**src/rtl/otter_input_port.sv**
```systemverilog
// OTTER input port: synchronized switches, debounced buttons with rising-edge events,
// and an IO-bus register file. Define OTTER_INPUT_PORT_INTR_EN to build MASK and intr.
module otter_input_port #(
    parameter logic [15:0] DB_CYCLES = 16'd10000
) (
    input  logic        clk,
    input  logic        rst,
    input  logic [4:0]  buttons,
    input  logic [15:0] switches,
    input  logic [31:0] IOBUS_ADDR,
    input  logic [31:0] IOBUS_OUT,
    input  logic        IOBUS_WR,
    output logic [31:0] IOBUS_IN,
    output logic        intr
);

    localparam int unsigned NUM_BTN = 5;
    localparam int unsigned SW_W    = 16;

    localparam logic [31:0] ADDR_SWITCHES = 32'h1100_8000;
    localparam logic [31:0] ADDR_BUTTONS  = 32'h1100_8004;
    localparam logic [31:0] ADDR_EVENTS   = 32'h1100_8010;
    localparam logic [31:0] ADDR_MASK     = 32'h1100_8014;

    localparam logic [15:0] DB_LAST = DB_CYCLES - 16'd1;

    logic [NUM_BTN-1:0] btn_meta;
    logic [NUM_BTN-1:0] btn_sync;
    logic [NUM_BTN-1:0] btn_db;
    logic [NUM_BTN-1:0] events;
    logic [NUM_BTN-1:0] mask;
    logic [NUM_BTN-1:0] rise_c;
    logic [NUM_BTN-1:0] clr_c;
    logic [SW_W-1:0]    sw_meta;
    logic [SW_W-1:0]    sw_sync;
    logic [15:0]        db_cnt [NUM_BTN];
    logic               wr_events_c;
    logic               unused_wdata;

    assign unused_wdata = ^IOBUS_OUT[31:NUM_BTN];

    // Two-flop synchronizers for every raw board input
    always_ff @(posedge clk) begin
        if (rst) begin
            btn_meta <= '0;
            btn_sync <= '0;
            sw_meta  <= '0;
            sw_sync  <= '0;
        end else begin
            btn_meta <= buttons;
            btn_sync <= btn_meta;
            sw_meta  <= switches;
            sw_sync  <= sw_meta;
        end
    end

    // Debounce: the synchronized value must disagree for DB_CYCLES straight cycles
    always_ff @(posedge clk) begin
        if (rst) begin
            btn_db <= '0;
            for (int unsigned i = 0; i < NUM_BTN; i++) begin
                db_cnt[i] <= 16'd0;
            end
        end else begin
            for (int unsigned i = 0; i < NUM_BTN; i++) begin
                if (btn_sync[i] == btn_db[i]) begin
                    db_cnt[i] <= 16'd0;
                end else if (db_cnt[i] == DB_LAST) begin
                    btn_db[i] <= btn_sync[i];
                    db_cnt[i] <= 16'd0;
                end else begin
                    db_cnt[i] <= db_cnt[i] + 16'd1;
                end
            end
        end
    end

    // Rising edge of the debounced value, seen on the cycle it is about to update
    always_comb begin
        rise_c = '0;
        for (int unsigned i = 0; i < NUM_BTN; i++) begin
            rise_c[i] = btn_sync[i] & ~btn_db[i] & (db_cnt[i] == DB_LAST);
        end
    end

    assign wr_events_c = IOBUS_WR && (IOBUS_ADDR == ADDR_EVENTS);
    assign clr_c       = wr_events_c ? IOBUS_OUT[NUM_BTN-1:0] : '0;

    // Sticky events, W1C; a new edge overrides a simultaneous clear
    always_ff @(posedge clk) begin
        if (rst) begin
            events <= '0;
        end else begin
            events <= (events & ~clr_c) | rise_c;
        end
    end

`ifdef OTTER_INPUT_PORT_INTR_EN
    always_ff @(posedge clk) begin
        if (rst) begin
            mask <= '0;
            intr <= 1'b0;
        end else begin
            if (IOBUS_WR && (IOBUS_ADDR == ADDR_MASK)) begin
                mask <= IOBUS_OUT[NUM_BTN-1:0];
            end
            intr <= |(events & mask);
        end
    end
`else
    assign mask = '0;
    assign intr = 1'b0;
`endif

    // Side-effect-free read mux
    always_comb begin
        IOBUS_IN = 32'd0;
        case (IOBUS_ADDR)
            ADDR_SWITCHES: IOBUS_IN = 32'(sw_sync);
            ADDR_BUTTONS:  IOBUS_IN = 32'(btn_db);
            ADDR_EVENTS:   IOBUS_IN = 32'(events);
            ADDR_MASK:     IOBUS_IN = 32'(mask);
            default:       IOBUS_IN = 32'd0;
        endcase
    end

endmodule

```
**config.mk**
```make
export PLATFORM = sky130hd
export DESIGN_NAME = otter_input_port
export DESIGN_NICKNAME = d
export VERILOG_FILES = /design/src/rtl/otter_input_port.sv
export SDC_FILE = /design/constraint.sdc
export NUM_CORES = 1
export LEC_CHECK = 0
export ABC_CLOCK_PERIOD_IN_PS = 2700
export CAP_MARGIN = 10
export CORE_MARGIN = 5
export CORE_UTILIZATION = 64
export DETAILED_ROUTE_END_ITERATION = 10
export DONT_BUFFER_PORTS = 1
export GPL_TIMING_DRIVEN = 1
export PLACE_DENSITY = 0.81
export SLEW_MARGIN = 20
export SYNTH_ARGS = -nofsm -noshare
export SYNTH_HDL_FRONTEND = slang
export SYNTH_SLANG_ARGS = --single-unit
```
**constraint.sdc**
```tcl
create_clock -name clk -period 2.7 [get_ports clk]
set_clock_uncertainty 0.2 [all_clocks]
set_input_delay 0.405 -clock clk [delete_from_list [all_inputs] [get_ports clk]]
set_output_delay 0.405 -clock clk [all_outputs]
set_load 0.01 [all_outputs]
```
==> results.yml, run 1 <==
sta:
  slew_headroom_pct: 59.3
  finalHoldViolations: 0
  setup_viol: 0
  rsz0062_at_grt: "false"
  max_freq_mhz: 423
  period_minus_slack_ns: 2.37
  maxSlewViolCount: 0
  worst-slew-pin-transition_ns: 0.603
  fin_tns_setup_ns: 0
  fin_crit_sh_pct: 87.6
worst_hold_path:
  worstHoldPathCells: 4
  hp-class: "in -> reg"
routing:
  ant_nets: 0
  wire_per_inst_um: 14.6
  wirelength_um: 12900
  drc_errors: 0
  num_vias: 4692
  via_per_inst: 5.34
  first_pass_iters: 5
  drtIter0Drc: 248
placement:
  gp_congestion: 0.850
  dp_hpwl_um: 8400
  port_buffers: 0
power_and_ir_drop:
  power_density_nw_per_um2: 612
  irDropWorstVdd_v: 0.000469
  power_w: 0.00469
  leakage_nw: 2.76
floorplan:
  dieArea_um2: 12200
  initial_utilization_pct: 65.7
  fp.dieH_um: 110
  ios: 121
  num_rows: 36
  die_x_um: 110
  coreArea_um2: 9820
global_routing:
  grt.overflow.total: 0
  antenna_found_initial: 0
  grt_first_pass_wirelength_um: 21900
  grt_max_degree: 56
  grt_use_total_pct: 21.9
  grt_pass1_vias: 4833
critical_path:
  reg2reg_depth: 4
  crit_fanout: 16
  cp.arrival_ns: 2.42
  startpoint_type: "flip-flop"
  crit_type: "reg -> reg"
  slowest_stage: "nor4bb_1"
  path_buf_inv: 0
  cp.required_ns: 2.75
  max_stage_delay_ns: 0.49
  cpLargestDelayFamily: "simple AND/OR/NAND/NOR gates"
  cp_cell_sequence: "nor4bb_1 > and4_1 > or3_1 > nor2_1"
  cp-end-kind: "flip-flop"
  worst-path-stages: 4
clocking:
  cts_buffer_depth: 2
  ctsHoldBuffers: 30
  clkTransAtPathRegs_ns: 0.06
  clock_latency_ns: 0.52
  cts_tree: "done"
  root_buffer: "clkbuf_8"
  cts.sinks: 132
  cts_setup_buffers: 0
  h-tree-depth: 4
  cts-resized-gates: 0
  cts_buffers: 17
yosys:
  syn_inst: 619
  synth_edf_count: 80
  synthFlopType: "edfxtp_1"
  synthTopCellsByCount: "90 x nor2_1, 80 x edfxtp_1, 52 x dfxtp_1"
  synth_most_common_cell: "nor2_1"
  yosysSeqAreaShare_pct: 53.3
  synth_area_leaders: "edfxtp_1 37%, dfxtp_1 16%, xnor2_1 6.2%, nor2_1 5.2%, nor2b_1 4.3%"
  yosysUniqueCellTypes: 45
  async_reset_ff_share_pct: 0
  yosys_warnings: 0
  syn_area_per_cell_um2: 10.4
  yosysTopAreaCell: "edfxtp_1"
  syn_area_um2: 6460
  ys_ff_latch: 132
  synth_top_area_share_pct: 37.2
status:
  status: "completed"
cells_and_area:
  area_growth_pct: 18.7
  final_nets: 831
  antennaDiodeCount: 0
  layout-drive-gt1-share_pct: 7.51
  fillers: 624
job:
  cap_violations: 0
metal layers:
metal  part of all wire [%]  track usage (%)
met5                      0                0
met4                    2.1             8.95
met3                    4.7             5.63
met2                     54             40.4
met1                     39             23.8
stage by stage:
stage	util, %	instance area (um2)	setup WS, ns	cells	hold slack (ns)
after global routing	78.0	7660	0.153	879	0.0957
final	78.0	7660	0.334	879	0.100
after detailed placement	69.0	6780	0.371	817	0.222
after floorplan	-	6810	0.471	714	0.214
after CTS	78.0	7660	0.326	879	0.0677
after global placement	69.0	6780	0.393	817	0.216
cell families after synthesis:
group | synth area share [%]
AOI/OAI and AO/OA | 3.88
muxes | 1.24
DFF | 53.3
other | 0.116
xor gates and xnor gates | 8.41
adders and majority gates | 1.94
and+or+nand+nor | 26.2
buffers and inverters | 4.88
worst register-to-register path: stages, from the launching register on:
cell      delay, ns
edfxtp_1       0.45
nor4bb_1       0.49
and4_1         0.36
or3_1          0.47
nor2_1         0.12
flip-flops by register name, summed over array words and instances, names as in the netlist:
signal    cells
btn_sync      5
db_cnt       80
sw_meta      16
sw_sync      16
btn_meta      5
btn_db        5
events        5
path summary, 6_finish.rpt:
check,startpoint,end,slack (ns)
hold reg to reg,sw_meta[13]$_SDFF_PP0_,sw_sync[13]$_SDFF_PP0_,0.23
setup / recovery,db_cnt[3][11]$_SDFFCE_PN0P_,db_cnt[3][6]$_SDFFCE_PN0P_,0.33
setup reg to reg,db_cnt[3][11]$_SDFFCE_PN0P_,db_cnt[3][6]$_SDFFCE_PN0P_,0.33
hold / removal,IOBUS_ADDR[2],events[0]$_SDFF_PP0_,0.10
placed cells by master (no fill, tap or decap), types with 20 or more instances in the layout:
cell type      synthesis  final
a21oi_1               20     20
conb_1                 2     97
dfxtp_1               52     52
dlygate4sd3_1          0     29
edfxtp_1              80     80
inv_1                 21     21
nand2_1               20     20
nand3_1               33     33
nand4_1               20     20
nor2_1                90     90
nor2b_1               44     44
xnor2_1               46     46
final cells by class:
| class | count | area (um2) | area share [%] |
|---|---|---|---|
| Sequential cell | 132 | 3440 | 44.9 |
| Multi-Input combinational cell | 527 | 3060 | 39.9 |
| Clock buffer | 23 | 499 | 6.52 |
| Timing Repair Buffer | 34 | 340 | 4.44 |
| Tap cell | 133 | 166 | 2.17 |
| Inverter | 21 | 78.8 | 1.03 |
| Clock inverter | 9 | 72.6 | 0.947 |
where the power goes:
group | leakage (nW) | internal [W] | switching (W)
Combinational | 1.22 | 0.000102 | 0.000117
Clock | 0.287 | 0.00137 | 0.000815
Sequential | 1.25 | 0.00222 | 0.0000657
Total | 2.76 | 0.00369 | 0.000997
(Power assumes the default switching activity.)
==> run 2, diff against run 1 <==
--- a/config.mk
+++ b/config.mk
@@ -5,6 +5,7 @@
 export SDC_FILE = /design/constraint.sdc
 export NUM_CORES = 1
 export LEC_CHECK = 0
+export ABC_AREA = 1
 export ABC_CLOCK_PERIOD_IN_PS = 2700
 export CAP_MARGIN = 10
 export CORE_MARGIN = 5
==> results.yml, run 2 <==
status:
  status: "completed"
cells_and_area:
  largest_register_ffs: 80
  final_cell_mix: "157 x nor2_1, 146 x inv_1, 117 x nand2_1"
  fin_area_um2: 7980
  utilization_pct: 77.3
  regMostFlops: "db_cnt"
  reg_top3: "db_cnt x80, sw_meta x16, sw_sync x16"
  area_growth_pct: 18.2
  final_nets: 1042
  mostFrequentLayoutCell: "nor2_1"
  fillers: 715
  antennaDiodeCount: 0
  layout-drive-gt1-share_pct: 6.27
critical_path:
  path_buf_inv: 1
  cp.required_ns: 2.10
  crit_path_frequent_cell: "nor2_1"
  crit_end: "IOBUS_IN[13]"
  crit_type: "in -> out"
  worst-r2r-setup-slack_ns: 0.45
  slowest_stage: "nor2_1"
  worst-path-stages: 8
  worst_r2r_endpoint: "db_cnt[1][7]$_SDFFCE_PN0P_"
  cp_cell_sequence: "nor2_1 > nand3_1 > nor2_1 > nand2_1 > nor2_1 > buf_4 > nand2_1 > nor2_1"
  max_stage_delay_ns: 0.30
  cp-end-kind: "output pin"
  critPathLaunch: "IOBUS_ADDR[27]"
  cpLargestDelayFamily: "simple AND/OR/NAND/NOR gates"
  r2r-start: "db_cnt[1][0]$_SDFFCE_PN0P_"
  cp.arrival_ns: 1.65
  startpoint_type: "primary input"
  reg2reg_depth: 8
  crit_fanout: 11
clocking:
  cts_tree: "done"
  root_buffer: "clkbuf_8"
  cts_buffer_depth: 2
  cts.sinks: 132
  clkTransAtPathRegs_ns: 0.06
  cts_buffers: 17
  h-tree-depth: 4
  clock_latency_ns: 0.53
  cts_setup_buffers: 0
placement:
  post-place-ws_ns: 0.430
  placed_cell_area_um2: 7080
  gp_congestion: 0.855
  dp_hpwl_um: 9380
  port_buffers: 0
job:
  cap_violations: 0
sta:
  finalHoldViolations: 0
  max_freq_mhz: 443
  worst-slew-pin-transition_ns: 0.604
  period_minus_slack_ns: 2.26
  rsz0062_at_grt: "false"
  fin_crit_sh_pct: 83.7
  maxSlewViolCount: 0
  slew_headroom_pct: 59.6
  fin_hold_ws_ns: 0.0697
  setup_viol: 0
  fin_ws_ns: 0.441
  fin_tns_setup_ns: 0
yosys:
  syn_area_per_cell_um2: 8.15
  synth_most_common_cell: "nor2_1"
  yosysSeqAreaShare_pct: 51.0
  synth_area_leaders: "edfxtp_1 36%, dfxtp_1 15%, nor2_1 8.7%, inv_1 8.1%, nand2_1 6.5%"
  yosys_warnings: 0
  synth_edf_count: 80
  syn_inst: 829
  ys_ff_latch: 132
  async_reset_ff_share_pct: 0
  synthTopCellsByCount: "157 x nor2_1, 146 x inv_1, 117 x nand2_1"
  yosysUniqueCellTypes: 37
  synthFlopType: "edfxtp_1"
  yosysTopAreaCell: "edfxtp_1"
  synth_top_area_share_pct: 35.6
  syn_area_um2: 6760
global_routing:
  grt.met3_usage_pct: 6.04
  grt_pass1_vias: 5313
  antenna_found_initial: 0
  gr-usage-met2_pct: 40.4
  grt_use_met1_pct: 25.4
  grt_max_degree: 51
  busiest_layer: "met2"
  grt_first_pass_wirelength_um: 23200
  grt_use_total_pct: 22.5
  grt.overflow.total: 0
routing:
  drc_errors: 0
  drtIter0Drc: 387
  num_vias: 5545
  via_per_inst: 5.07
  wirelength_um: 13700
  wire_per_inst_um: 12.6
  first_pass_iters: 7
  ant_nets: 0
power_and_ir_drop:
  power_density_nw_per_um2: 595
  switchingPower_w: 0.00109
  seqPwrFrac_pct: 47.9
  switching_share_pct: 23.0
  leakage_nw: 3.43
  internal_power_w: 0.00366
  pwr-share-comb_pct: 5.0
  irDropWorstVdd_v: 0.000669
  clkPwrFrac_pct: 47.1
floorplan:
  coreArea_um2: 10300
  fp.dieH_um: 113
  dieArea_um2: 12700
  die_x_um: 113
  ios: 121
  initial_utilization_pct: 65.4
  num_rows: 37
worst_hold_path:
  hp-class: "in -> reg"
  worstHoldPathCells: 3
-- run 2: changes by cell type in the layout (fill, tap and decap cells not counted), moves of 12 or more --
| cell | delta |
|---|---|
| a21oi_1 | +22 |
| and2_1 | -12 |
| inv_1 | +125 |
| nand2_1 | +97 |
| nand3_1 | +34 |
| nor2_1 | +67 |
| nor2b_1 | -44 |
| nor3_1 | +22 |
| nor4_1 | -15 |
| xnor2_1 | -39 |
-- run 2: logic make-up (layout without fill, tap and decap cells) --
group	after synthesis	in the layout	share of synthesized area, %
flops	132	132	51.0
simple gates	436	436	29.4
fa+ha+maj	10	10	1.85
compound gates	53	53	3.96
other cells	2	97	0.111
xor+xnor	18	18	2.33
buf+inv	178	211	11.4
-- run 2: how the worst min path moves through the flow --
| stage | start | to |
|---|---|---|
| floorplan | btn_meta[0]$_SDFF_PP0_ | btn_sync[0]$_SDFF_PP0_ |
| global placement | sw_meta[10]$_SDFF_PP0_ | sw_sync[10]$_SDFF_PP0_ |
| detailed placement | sw_meta[9]$_SDFF_PP0_ | sw_sync[9]$_SDFF_PP0_ |
| CTS | rst | btn_db[1]$_SDFFE_PP0N_ |
| global route | rst | btn_db[1]$_SDFFE_PP0N_ |
| finish | rst | btn_db[1]$_SDFFE_PP0N_ |
-- run 2: worst min-delay path, delay by kind of cell --
kind / cells / cell delay, ns
buffers and inverters: 1 / 0.19
AND/OR/NAND/NOR: 2 / 0.15
-- run 2: per-layer routing --
| layer | up-vias | wire, um |
|---|---|---|
| met3 | 33 | 811 |
| met4 | 0 | 329 |
| met1 | 2568 | 5560 |
| li1 | 2777 | - |
| met2 | 167 | 7040 |
| met5 | - | 0 |
-- run 2: layout make-up --
class	count	area [um2]	area share (%)
flip-flops and latches	132	3440	43.1
well taps	136	170	2.13
clock buffers	21	514	6.44
clock inverters	11	80.1	1.00
repair buffers	31	318	3.98
multi-input cells	614	2900	36.3
inverters	148	556	6.96
-- run 2: power groups by stage --
| stage | Clock, W | Combinational, W | Sequential [W] |
|---|---|---|---|
| 4_1_cts | 0.00226 | 0.000230 | 0.00227 |
| 5_1_grt | 0.00237 | 0.000274 | 0.00228 |
| 3_3_place_gp | 0 | 0.000171 | 0.00231 |
| 6_report | 0.00224 | 0.000238 | 0.00227 |
| 2_1_floorplan | 0 | 0.000184 | 0.00230 |
| 3_5_place_dp | 0 | 0.000179 | 0.00231 |
-- run 2: per-stage QoR --
stage               std cells  total power, W
floorplan                 924         0.00248
global placement         1031         0.00248
detailed placement       1031         0.00249
CTS                      1093         0.00476
global route             1093         0.00493
finish                   1093         0.00475
-- run 2: what timing repair did --
action / 4_1_cts / 5_1_grt
resized for setup: 0 / 0
hold endpoints to repair: 50 / 0
hold buffers: 30 / 0
